**src/rtl/mul_ram_sched_pkg.sv**
```systemverilog
// Shared types and constants for the multiply-RAM scheduler.
// RAM map: operand A at 0, operand B at 1, registered product at 2.
package mul_ram_sched_pkg;

  localparam int DW_DEF = 16;
  localparam int PW_DEF = 32;

  localparam logic [1:0] ADDR_A = 2'd0;
  localparam logic [1:0] ADDR_B = 2'd1;
  localparam logic [1:0] ADDR_P = 2'd2;

  typedef enum logic [2:0] {
    IDLE,
    WR_A,
    WR_B,
    RD,
    CAP
  } state_t;

endpackage

```
**src/rtl/rr_arb.sv**
```systemverilog
// Combinational round-robin picker: first set request at or after last+1,
// wrapping around. The pointer register is owned by the caller.
module rr_arb #(
  parameter int N_REQ = 2,
  parameter int IW    = (N_REQ > 1) ? $clog2(N_REQ) : 1
) (
  input  logic [N_REQ-1:0] req,
  input  logic [IW-1:0]    last,
  output logic [N_REQ-1:0] grant,
  output logic [IW-1:0]    index,
  output logic             any
);

  function automatic logic [IW-1:0] wrap(input logic [IW-1:0] base, input int off);
    int s;
    s = int'(base) + off;
    if (s >= N_REQ) s = s - N_REQ;
    return IW'(s);
  endfunction

  always_comb begin
    grant = '0;
    index = '0;
    any   = 1'b0;
    // k runs 1..N_REQ so the last winner is considered only after everyone else
    for (int k = 1; k <= N_REQ; k++) begin
      if (!any && req[wrap(last, k)]) begin
        any                   = 1'b1;
        index                 = wrap(last, k);
        grant[wrap(last, k)]  = 1'b1;
      end
    end
  end

endmodule

```
**src/rtl/mul_ram_sched.sv**
```systemverilog
// Round-robin scheduler and sole master of the shared multiply-RAM port.
// state | meaning
// IDLE  | RAM port quiet; arbitrate requests not pulsing done this cycle
// WR_A  | write latched operand A to ADDR_A
// WR_B  | write latched operand B to ADDR_B
// RD    | read strobe at ADDR_P; RAM registers the product at this edge
// CAP   | ram_dout holds the product; capture it and pulse done
module mul_ram_sched
  import mul_ram_sched_pkg::*;
#(
  parameter int N_REQ = 2,
  parameter int DW    = DW_DEF,
  parameter int PW    = PW_DEF
) (
  input  logic                clk,
  input  logic                rst_n,
  input  logic [N_REQ-1:0]    req,
  input  logic [N_REQ*DW-1:0] op_a,
  input  logic [N_REQ*DW-1:0] op_b,
  output logic [N_REQ-1:0]    gnt,
  output logic [N_REQ-1:0]    done,
  output logic [PW-1:0]       result,
  output logic                busy,
  output logic                ram_e,
  output logic                ram_w,
  output logic                ram_r,
  output logic [1:0]          ram_addr,
  output logic [DW-1:0]       ram_din,
  input  logic [PW-1:0]       ram_dout
);

  localparam int IW = (N_REQ > 1) ? $clog2(N_REQ) : 1;

  state_t            state, state_nxt;
  logic [IW-1:0]     last;
  logic [DW-1:0]     a_q, b_q;
  logic [DW-1:0]     sel_a, sel_b;
  logic [N_REQ-1:0]  arb_grant;
  logic [IW-1:0]     arb_index;
  logic              arb_any;

  // A requester still seeing its done pulse cannot be re-granted in that cycle
  rr_arb #(.N_REQ(N_REQ), .IW(IW)) u_arb (
    .req   (req & ~done),
    .last  (last),
    .grant (arb_grant),
    .index (arb_index),
    .any   (arb_any)
  );

  always_comb begin
    sel_a = '0;
    sel_b = '0;
    for (int i = 0; i < N_REQ; i++) begin
      if (arb_index == IW'(i)) begin
        sel_a = op_a[i*DW +: DW];
        sel_b = op_b[i*DW +: DW];
      end
    end
  end

  always_ff @(posedge clk) begin
    if (!rst_n) state <= IDLE;
    else        state <= state_nxt;
  end

  always_comb begin
    state_nxt = state;
    ram_e     = 1'b1;
    ram_w     = 1'b0;
    ram_r     = 1'b0;
    ram_addr  = ADDR_A;
    ram_din   = '0;
    case (state)
      IDLE: begin
        ram_e = 1'b0;
        if (arb_any) state_nxt = WR_A;
      end
      WR_A: begin
        ram_w     = 1'b1;
        ram_addr  = ADDR_A;
        ram_din   = a_q;
        state_nxt = WR_B;
      end
      WR_B: begin
        ram_w     = 1'b1;
        ram_addr  = ADDR_B;
        ram_din   = b_q;
        state_nxt = RD;
      end
      RD: begin
        ram_r     = 1'b1;
        ram_addr  = ADDR_P;
        state_nxt = CAP;
      end
      CAP:     state_nxt = IDLE;
      default: state_nxt = IDLE;
    endcase
  end

  always_ff @(posedge clk) begin
    if (!rst_n) begin
      last   <= IW'(N_REQ - 1);
      gnt    <= '0;
      done   <= '0;
      result <= '0;
      a_q    <= '0;
      b_q    <= '0;
    end else begin
      done <= '0;
      case (state)
        IDLE: begin
          if (arb_any) begin
            last <= arb_index;
            gnt  <= arb_grant;
            a_q  <= sel_a;
            b_q  <= sel_b;
          end
        end
        CAP: begin
          result <= ram_dout;
          done   <= gnt;
          gnt    <= '0;
        end
        default: ;
      endcase
    end
  end

  assign busy = (state != IDLE);

endmodule

```
**config.mk**
```make
export PLATFORM = sky130hd
export DESIGN_NAME = mul_ram_sched
export DESIGN_NICKNAME = d
export VERILOG_FILES = /design/src/rtl/mul_ram_sched_pkg.sv /design/src/rtl/rr_arb.sv /design/src/rtl/mul_ram_sched.sv
export SDC_FILE = /design/constraint.sdc
export NUM_CORES = 1
export LEC_CHECK = 0
export ABC_CLOCK_PERIOD_IN_PS = 2200
export BUFFER_PORTS_ARGS = -buffer_cell sky130_fd_sc_hd__buf_2
export CAP_MARGIN = 20
export CORE_UTILIZATION = 35
export CTS_BUF_LIST = sky130_fd_sc_hd__clkbuf_4
export DETAILED_ROUTE_END_ITERATION = 8
export PLACE_DENSITY = 0.73
export RECOVER_POWER = 100
export SLEW_MARGIN = 30
export SYNTH_ARGS = -nofsm -noshare
export SYNTH_HDL_FRONTEND = slang
export SYNTH_HIERARCHICAL = 1
export SYNTH_SLANG_ARGS = --single-unit
```
**constraint.sdc**
```tcl
create_clock -name clk -period 2.2 [get_ports clk]
set_input_delay 0.22 -clock clk [delete_from_list [all_inputs] [get_ports clk]]
set_output_delay 0.22 -clock clk [all_outputs]
set_load 0.03 [all_outputs]
```
==> results by group, run 1 <==
GRT
  – Largest net degree at the start of global routing: between 60 and 70
  – Total routing usage reported by global routing: 0.168
  – Via count of the first global-routing pass: between 2000 and 3000
  – Wire length of the first global-routing pass: 13000 um
  – Residual overflow from global routing: 0
  – Initial antenna violation count: 0

Yosys
  – Mean area per synthesized cell: roughly 9.5 um2
  – Post-Synthesis Cells: 344
  – Unique cell type count in the Yosys netlist: 29
  – Main area contributors after synthesis: dfxtp_1 44%, nand2_1 11%, mux2i_1 10%
  – Post-synth top area cell: dfxtp_1
  – Flip-flop cell with the highest count after synthesis: dfxtp_1
  – Adder-cell area share of the yosys netlist: 0
  – Total of flip-flops plus latches after synthesis: 72
  – Synthesized net count: approximately 440
  – Share of the synthesized netlist area taken by xor and xnor gates: 0.00267
  – Fraction of the yosys area taken by sequential cells: 0.440
  – Share of the synthesized area in the top cell type: 0.440
  – Fraction of registers with async set/reset: 0
  – Synth Cell Area: around 3300 um2
  – Synth Area in Simple Gates: 0.159
  – Mux share of post-synthesis cell area: 0.101
  – Area fraction in compound gates after synthesis: 0.231
  – Post-synth EDFFs: 0
  – Largest family of logic cells by synthesized area: compound AO/OA/AOI/OAI gates
  – YS warnings: 6

Pwr
  – Sequential share of power: 0.475
  – Portion of total power attributed to the clock network: 0.293
  – Power density relative to cell area: 730 nW/um2
  – Lkg Pwr: roughly 0.0021 uW
  – Portion of total power attributed to combinational logic: 0.231
  – Net Switching: about 930 uW
  – Sw Ratio: 0.299
  – Max IR drop VDD: between 0.2 and 0.3 mV
  – Internal power contribution: about 2200 uW

STA
  – Final critical delay including setup and external delays: approximately 2.0 ns
  – Worst hold slack across all endpoints: roughly 0.052 ns
  – Share of the clock period used by the worst path after layout: 0.914
  – Setup TNS: 0 ns
  – Top achievable clock speed: ~500 MHz
  – Final hold violations: 0
  – Setup ws final: ~0.19 ns
  – Setup violation total in the final timing report: 0
  – Final setup skew: around 0.014 ns
  – Unrepaired setup endpoints after global routing: no
  – Tightest slew margin relative to the limit: 0.325
  – Fin. max-slew vios: 0
  – Transition time at the pin with the least slew margin: approximately 1 ns

Clocking
  – Inserted Clock Buffers: 9
  – Number of sinks driven by the clock tree: 72
  – Cell at the root of the clock tree: clkbuf_4
  – CTS H-tree depth: 3
  – CTS tree: yes
  – Clk Latency, worst-skew pair: 0.40 ns
  – Longest Clk Path Bufs: 2
  – Clk pin slew, worst setup/hold paths: about 0.12 ns

Floorplanning
  – Die Area: about 9800 um2
  – I/O pin count: between 150 and 200
  – Effective utilization at floorplan: 0.369
  – Die height: ~99 um
  – Placement Rows: 34
  – Area of the core: around 8900 um2
  – Overall die width: 98.8 um

Critical path
  – Arrival time at the worst endpoint: around 1.8 ns
  – Highest fanout seen on the critical path: 18
  – Critical Setup Path Class: flop to primary output
  – Startpoint Class: flop
  – Sort of element at the end of the critical path: primary output
  – Worst endpoint required time: 1.98 ns

Route
  – Detailed-routing iteration count for the pre-antenna-repair pass: 4
  – DRT antenna net count: 0
  – Total wirelength of the detailed-routed design: about 8000 um
  – Detail-routed via count per cell: 4.87
  – Number of remaining DRC errors: 0
  – DR iter-0 viols: between 60 and 70
  – Avg WL per Cell: 13.4 um
  – Via count: about 3000

Layout
  – Area growth from synthesis to final layout: 30.0%
  – Leading cell type in the layout, fill and taps excluded: buf_2
  – Post-Route Utilization: 0.479
  – Highest-count cells in the layout ignoring fill and taps: 100 x buf_2, 99 x nand2_1, 72 x dfxtp_1, 40 x clkbuf_1, 33 x mux2i_1
  – Number of diodes: 0
  – Post-layout instance count excluding filler cells: 606
  – Final-stage net count: ~590
  – Sequential Area: 1440 um2
  – Fill cell count: 884
  – Layout cell share with drive strength beyond 1: 0.291
  – Multi-input logic area: between 1500 and 2000 um2

Place
  – Final Wtd Congestion: slightly above 0.7
  – HPWL Detailed: about 5600 um
  – Post-Place Cells: ~580
  – Quantity of I/O buffers inserted on ports: between 150 and 200
  – Worst setup slack before clock tree synthesis: roughly 0.38 ns

Worst hold path
  – Worst min-delay path class: input pin to flop

Run
  – Max-cap viol count: 0

Status
  – Status: finished, final reports clean
## logic make-up (layout without fill, tap and decap cells)
group | Yosys count | in the layout
AO/OA/AOI/OAI | 88 | 88
XOR/XNOR | 1 | 1
buffers and inverters | 34 | 188
flip-flops | 72 | 72
multiplexers | 33 | 33
AND/OR/NAND/NOR | 116 | 116
## through the flow
step	cell area, um2	power, uW
global route	4260	3290
detailed placement	4100	2230
CTS	4310	3160
global placement	4100	2210
floorplan	3280	2010
finish	4260	3110
## worst max-delay path, cell delays in order (launching register included)
cell	delay [ns]
dfxtp_1	0.39
buf_4	0.19
nor3b_2	0.16
buf_4	0.26
a22o_1	0.17
clkbuf_2	0.21
## power groups by stage
stage / sequential (uW) / clock (uW) / combinational [uW]
2_1_floorplan: 1510 / 0 / 502
3_3_place_gp: 1510 / 0 / 704
3_5_place_dp: 1510 / 0 / 721
4_1_cts: 1480 / 954 / 731
5_1_grt: 1490 / 1010 / 789
6_report: 1480 / 912 / 720
## state kept, by name (all words and copies together), names as in the netlist
register  flops
result       32
a_q          16
b_q          16
state         3
done          2
gnt           2
last          1
## routing by layer
layer | track usage | share of wire | vias to the layer above
met2 | 0.307 | 0.47 | 129
li1 | - | - | 1487
met3 | 0.0376 | 0.066 | 12
met1 | 0.187 | 0.45 | 1324
met5 | 0 | 0 | -
met4 | 0.0689 | 0.013 | 0
## area by class of cell
cell class,count,area share
clock buffers,9,0.0159
clock inverters,7,0.0203
multi-input cells,238,0.382
inverters,1,0.000881
repair buffers,171,0.211
flip-flops and latches,72,0.338
well taps,108,0.0317
## cell usage after synthesis, types with 4 or more instances
| cell type | instances |
|---|---|
| mux2i_1 | 33 |
| a21boi_0 | 4 |
| buf_6 | 7 |
| a22o_1 | 16 |
| clkbuf_1 | 8 |
| o211a_1 | 32 |
| buf_4 | 6 |
| a21boi_1 | 33 |
| dfxtp_1 | 72 |
| nand2_1 | 99 |
| buf_2 | 12 |
## timing repair
item / 4_1_cts / 5_1_grt
buffers inserted: 0 / 1
setup endpoints to repair: 0 / 17
resized for setup: 0 / 0
endpoints found under the hold margin: 5 / 0
hold buffers: 5 / 0
## path summary, 6_finish.rpt
path | to | cells after the start | from | slack (ns)
min reg2reg | result[20] | 2 | result[20] | 0.46
min | result[20] | 3 | ram_dout[20] | 0.05
max | ram_din[13] | 5 | state[1] | 0.19
max reg2reg | result[30] | 5 | state[2] | 0.30
No activity file was read; power rests on OpenSTA's default activity.
==> run 2, diff against run 1 <==
--- a/config.mk
+++ b/config.mk
@@ -13,6 +13,7 @@
 export DETAILED_ROUTE_END_ITERATION = 8
 export PLACE_DENSITY = 0.73
 export RECOVER_POWER = 100
+export SETUP_SLACK_MARGIN = 0.4
 export SLEW_MARGIN = 30
 export SYNTH_ARGS = -nofsm -noshare
 export SYNTH_HDL_FRONTEND = slang
==> run 2 against run 1 <==
Register-to-register slack barely moved. Clock power rose by 0.5%. Via count rose by 4.6%. Sequential share of layout area fell by 2.0 points. Sequential power barely moved. Flip-flop and latch count did not move. Count of clock-buffer cells in the layout did not move. Maximum frequency rose by 3.0%. Worst hold slack got worse by 0.0044 ns. Clock skew rose by 0.0057 ns. Die area did not move. Critical path depth rose by 1. Critical endpoint is now ram_din[14]. Largest power group unchanged. Highest routed layer unchanged.
==> results by group, run 2 (synthesis gave the netlist of run 1 again) <==
Status
  – Status: finished, final reports clean

Route
  – DR WL met2: roughly 4300 um
  – Detailed-routing iteration count for the pre-antenna-repair pass: 4
  – Number of remaining DRC errors: 0
  – DRT antenna net count: 0
  – DR WL met3: ~610 um
  – Detail-routed via count per cell: roughly 5
  – Total wirelength of the detailed-routed design: approximately 9000 um
  – Detailed-route wire length on metal 1: 3930 um
  – DR iter-0 viols: 57
  – Avg WL per Cell: ~14 um
  – Uppermost layer routed: met4
  – Via count: just over 3000

Pwr
  – Max IR drop VDD: around 0.28 mV
  – Net Switching: ~1000 uW
  – Sequential share of power: 0.456
  – Sw Ratio: 0.301
  – Internal power contribution: 2270 uW
  – Portion of total power attributed to the clock network: 0.282
  – Portion of total power attributed to combinational logic: 0.261
  – Lkg Pwr: 0.00220 uW
  – Power density relative to cell area: 716 nW/um2

Floorplanning
  – Die Area: a little under 10000 um2
  – Overall die width: between 90 and 100 um
  – I/O pin count: between 150 and 200
  – Placement Rows: 34
  – Effective utilization at floorplan: 0.369
  – Die height: ~99 um
  – Area of the core: ~8900 um2

Place
  – HPWL Detailed: ~5600 um
  – Post-Place Cells: about 600
  – Quantity of I/O buffers inserted on ports: around 160
  – Worst setup slack before clock tree synthesis: 0.379 ns
  – Final Wtd Congestion: 0.715
  – Post-placement cell area: 4100 um2

Layout
  – Sequential Area: between 1000 and 1500 um2
  – Number of flip-flops in the largest register: 32
  – Final-stage net count: a little over 600
  – Multi-input logic area: ~1700 um2
  – Area growth from synthesis to final layout: 38.3%
  – Post-layout instance area: 4530 um2
  – Number of diodes: 0
  – Registers with the most flip-flops: result x32, a_q x16, b_q x16
  – Post-layout instance count excluding filler cells: 621
  – Register with the highest flop count: result
  – Layout cell share with drive strength beyond 1: 0.324
  – Fill cell count: roughly 860
  – Post-Route Utilization: 0.510
  – Highest-count cells in the layout ignoring fill and taps: 99 x nand2_1, 99 x buf_2, 70 x dfxtp_1, 41 x clkbuf_1

Clocking
  – Clk Latency, worst-skew pair: 0.41 ns
  – CTS H-tree depth: 3
  – Cell at the root of the clock tree: clkbuf_4
  – Longest Clk Path Bufs: 2
  – Inserted Clock Buffers: 9
  – CTS tree: yes
  – Clk pin slew, worst setup/hold paths: roughly 0.13 ns
  – Number of sinks driven by the clock tree: slightly above 70

GRT
  – Total routing usage reported by global routing: 0.178
  – Largest net degree at the start of global routing: between 60 and 70
  – Via count of the first global-routing pass: between 2000 and 3000
  – Residual overflow from global routing: 0
  – Wire length of the first global-routing pass: approximately 14000 um
  – Initial antenna violation count: 0

STA
  – Transition time at the pin with the least slew margin: 0.664 ns
  – Final hold violations: 0
  – Final setup skew: roughly 0.02 ns
  – Setup ws final: 0.247 ns
  – Final critical delay including setup and external delays: between 1.5 and 2 ns
  – Unrepaired setup endpoints after global routing: yes
  – Setup TNS: 0 ns
  – Fin. max-slew vios: 0
  – Share of the clock period used by the worst path after layout: 0.888
  – Tightest slew margin relative to the limit: 0.557
  – Top achievable clock speed: just over 500 MHz
  – Setup violation total in the final timing report: 0

Worst hold path
  – WHS Endpoint: result[9]
  – Worst min-delay path class: input pin to flop
  – Hold Crit Start: ram_dout[9]
  – Hold-critical path depth: 3

Critical path
  – Highest fanout seen on the critical path: 4
  – Critical Setup Path Class: flop to primary output
  – Largest stage delay, worst path: a little under 0.4 ns
  – Arrival time at the worst endpoint: ~1.7 ns
  – Worst endpoint required time: 1.98 ns
  – CP max-delay cell: dfxtp_1
  – Cell count of the worst reg-to-reg path: 7
  – Worst R2R Start: done[0]
  – Reg-to-reg endpoint: gnt[1]
  – Startpoint Class: flop
  – R2R setup slack: ~0.3 ns
  – Sort of element at the end of the critical path: primary output
  – Cells along the critical path: clkbuf_1 -> nor3b_4 -> buf_4 -> buf_6 -> a22o_1 -> clkbuf_2

Run
  – Max-cap viol count: 0
-- run 2: cell types whose count changed in the layout (fill, tap and decap cells not counted), sizes merged --
| cell | previous run | this run |
|---|---|---|
| clkbuf | 67 | 55 |
| buf | 108 | 135 |
-- run 2: what timing repair did --
action / 4_1_cts / 5_1_grt
gates cloned: 3 / 1
endpoints found under the setup margin: 27 / 62
gates resized for setup: 52 / 16
hold buffers: 5 / 0
setup buffers: 7 / 5
endpoints found under the hold margin: 5 / 0
pin swaps: 4 / 5
-- run 2: worst max-delay path, delay by kind of cell, from the launching register on --
family	cells	cell delay, ns
buffers and inverters	4	0.61
flip-flops	1	0.39
AND/OR/NAND/NOR	1	0.22
AO/OA/AOI/OAI	1	0.12
-- run 2: routing by layer --
| metal | vias to the layer above | GRT usage |
|---|---|---|
| met4 | 0 | 0.0689 |
| met5 | - | 0 |
| met3 | 12 | 0.0383 |
| met1 | 1413 | 0.208 |
| li1 | 1520 | - |
| met2 | 143 | 0.317 |
-- run 2: layout make-up --
cell class	count	share of cell area
clock buffers	9	0.0149
repair buffers	186	0.253
inverters	1	0.000828
well taps	108	0.0298
flip-flops and latches	72	0.318
clock inverters	7	0.0190
multi-input cells	238	0.364
-- run 2: metrics by stage --
| step | total power [uW] | hold WS (ns) |
|---|---|---|
| 2_1_floorplan | 2010 | 0.355 |
| 3_3_place_gp | 2210 | 0.437 |
| 3_5_place_dp | 2230 | 0.444 |
| 4_1_cts | 3280 | 0.000503 |
| 5_1_grt | 3420 | 0.0257 |
| 6_report | 3250 | 0.0479 |
-- run 2: power groups by stage --
| stage | Combinational [uW] | Clock, uW | Sequential [uW] |
|---|---|---|---|
| 2_1_floorplan | 502 | 0 | 1510 |
| 4_1_cts | 842 | 954 | 1480 |
| 3_3_place_gp | 704 | 0 | 1510 |
| 6_report | 849 | 917 | 1480 |
| 3_5_place_dp | 721 | 0 | 1510 |
| 5_1_grt | 918 | 1010 | 1490 |
-- run 2: worst max path at each step --
stage	start	slack [ns]	endpoint
floorplan	done[1]	0.51	a_q[0]
global placement	state[2]	0.27	ram_din[6]
detailed placement	req[0]	0.38	last
CTS	state[1]	0.32	ram_din[13]
global route	state[1]	0.12	ram_din[11]
finish	state[1]	0.25	ram_din[14]
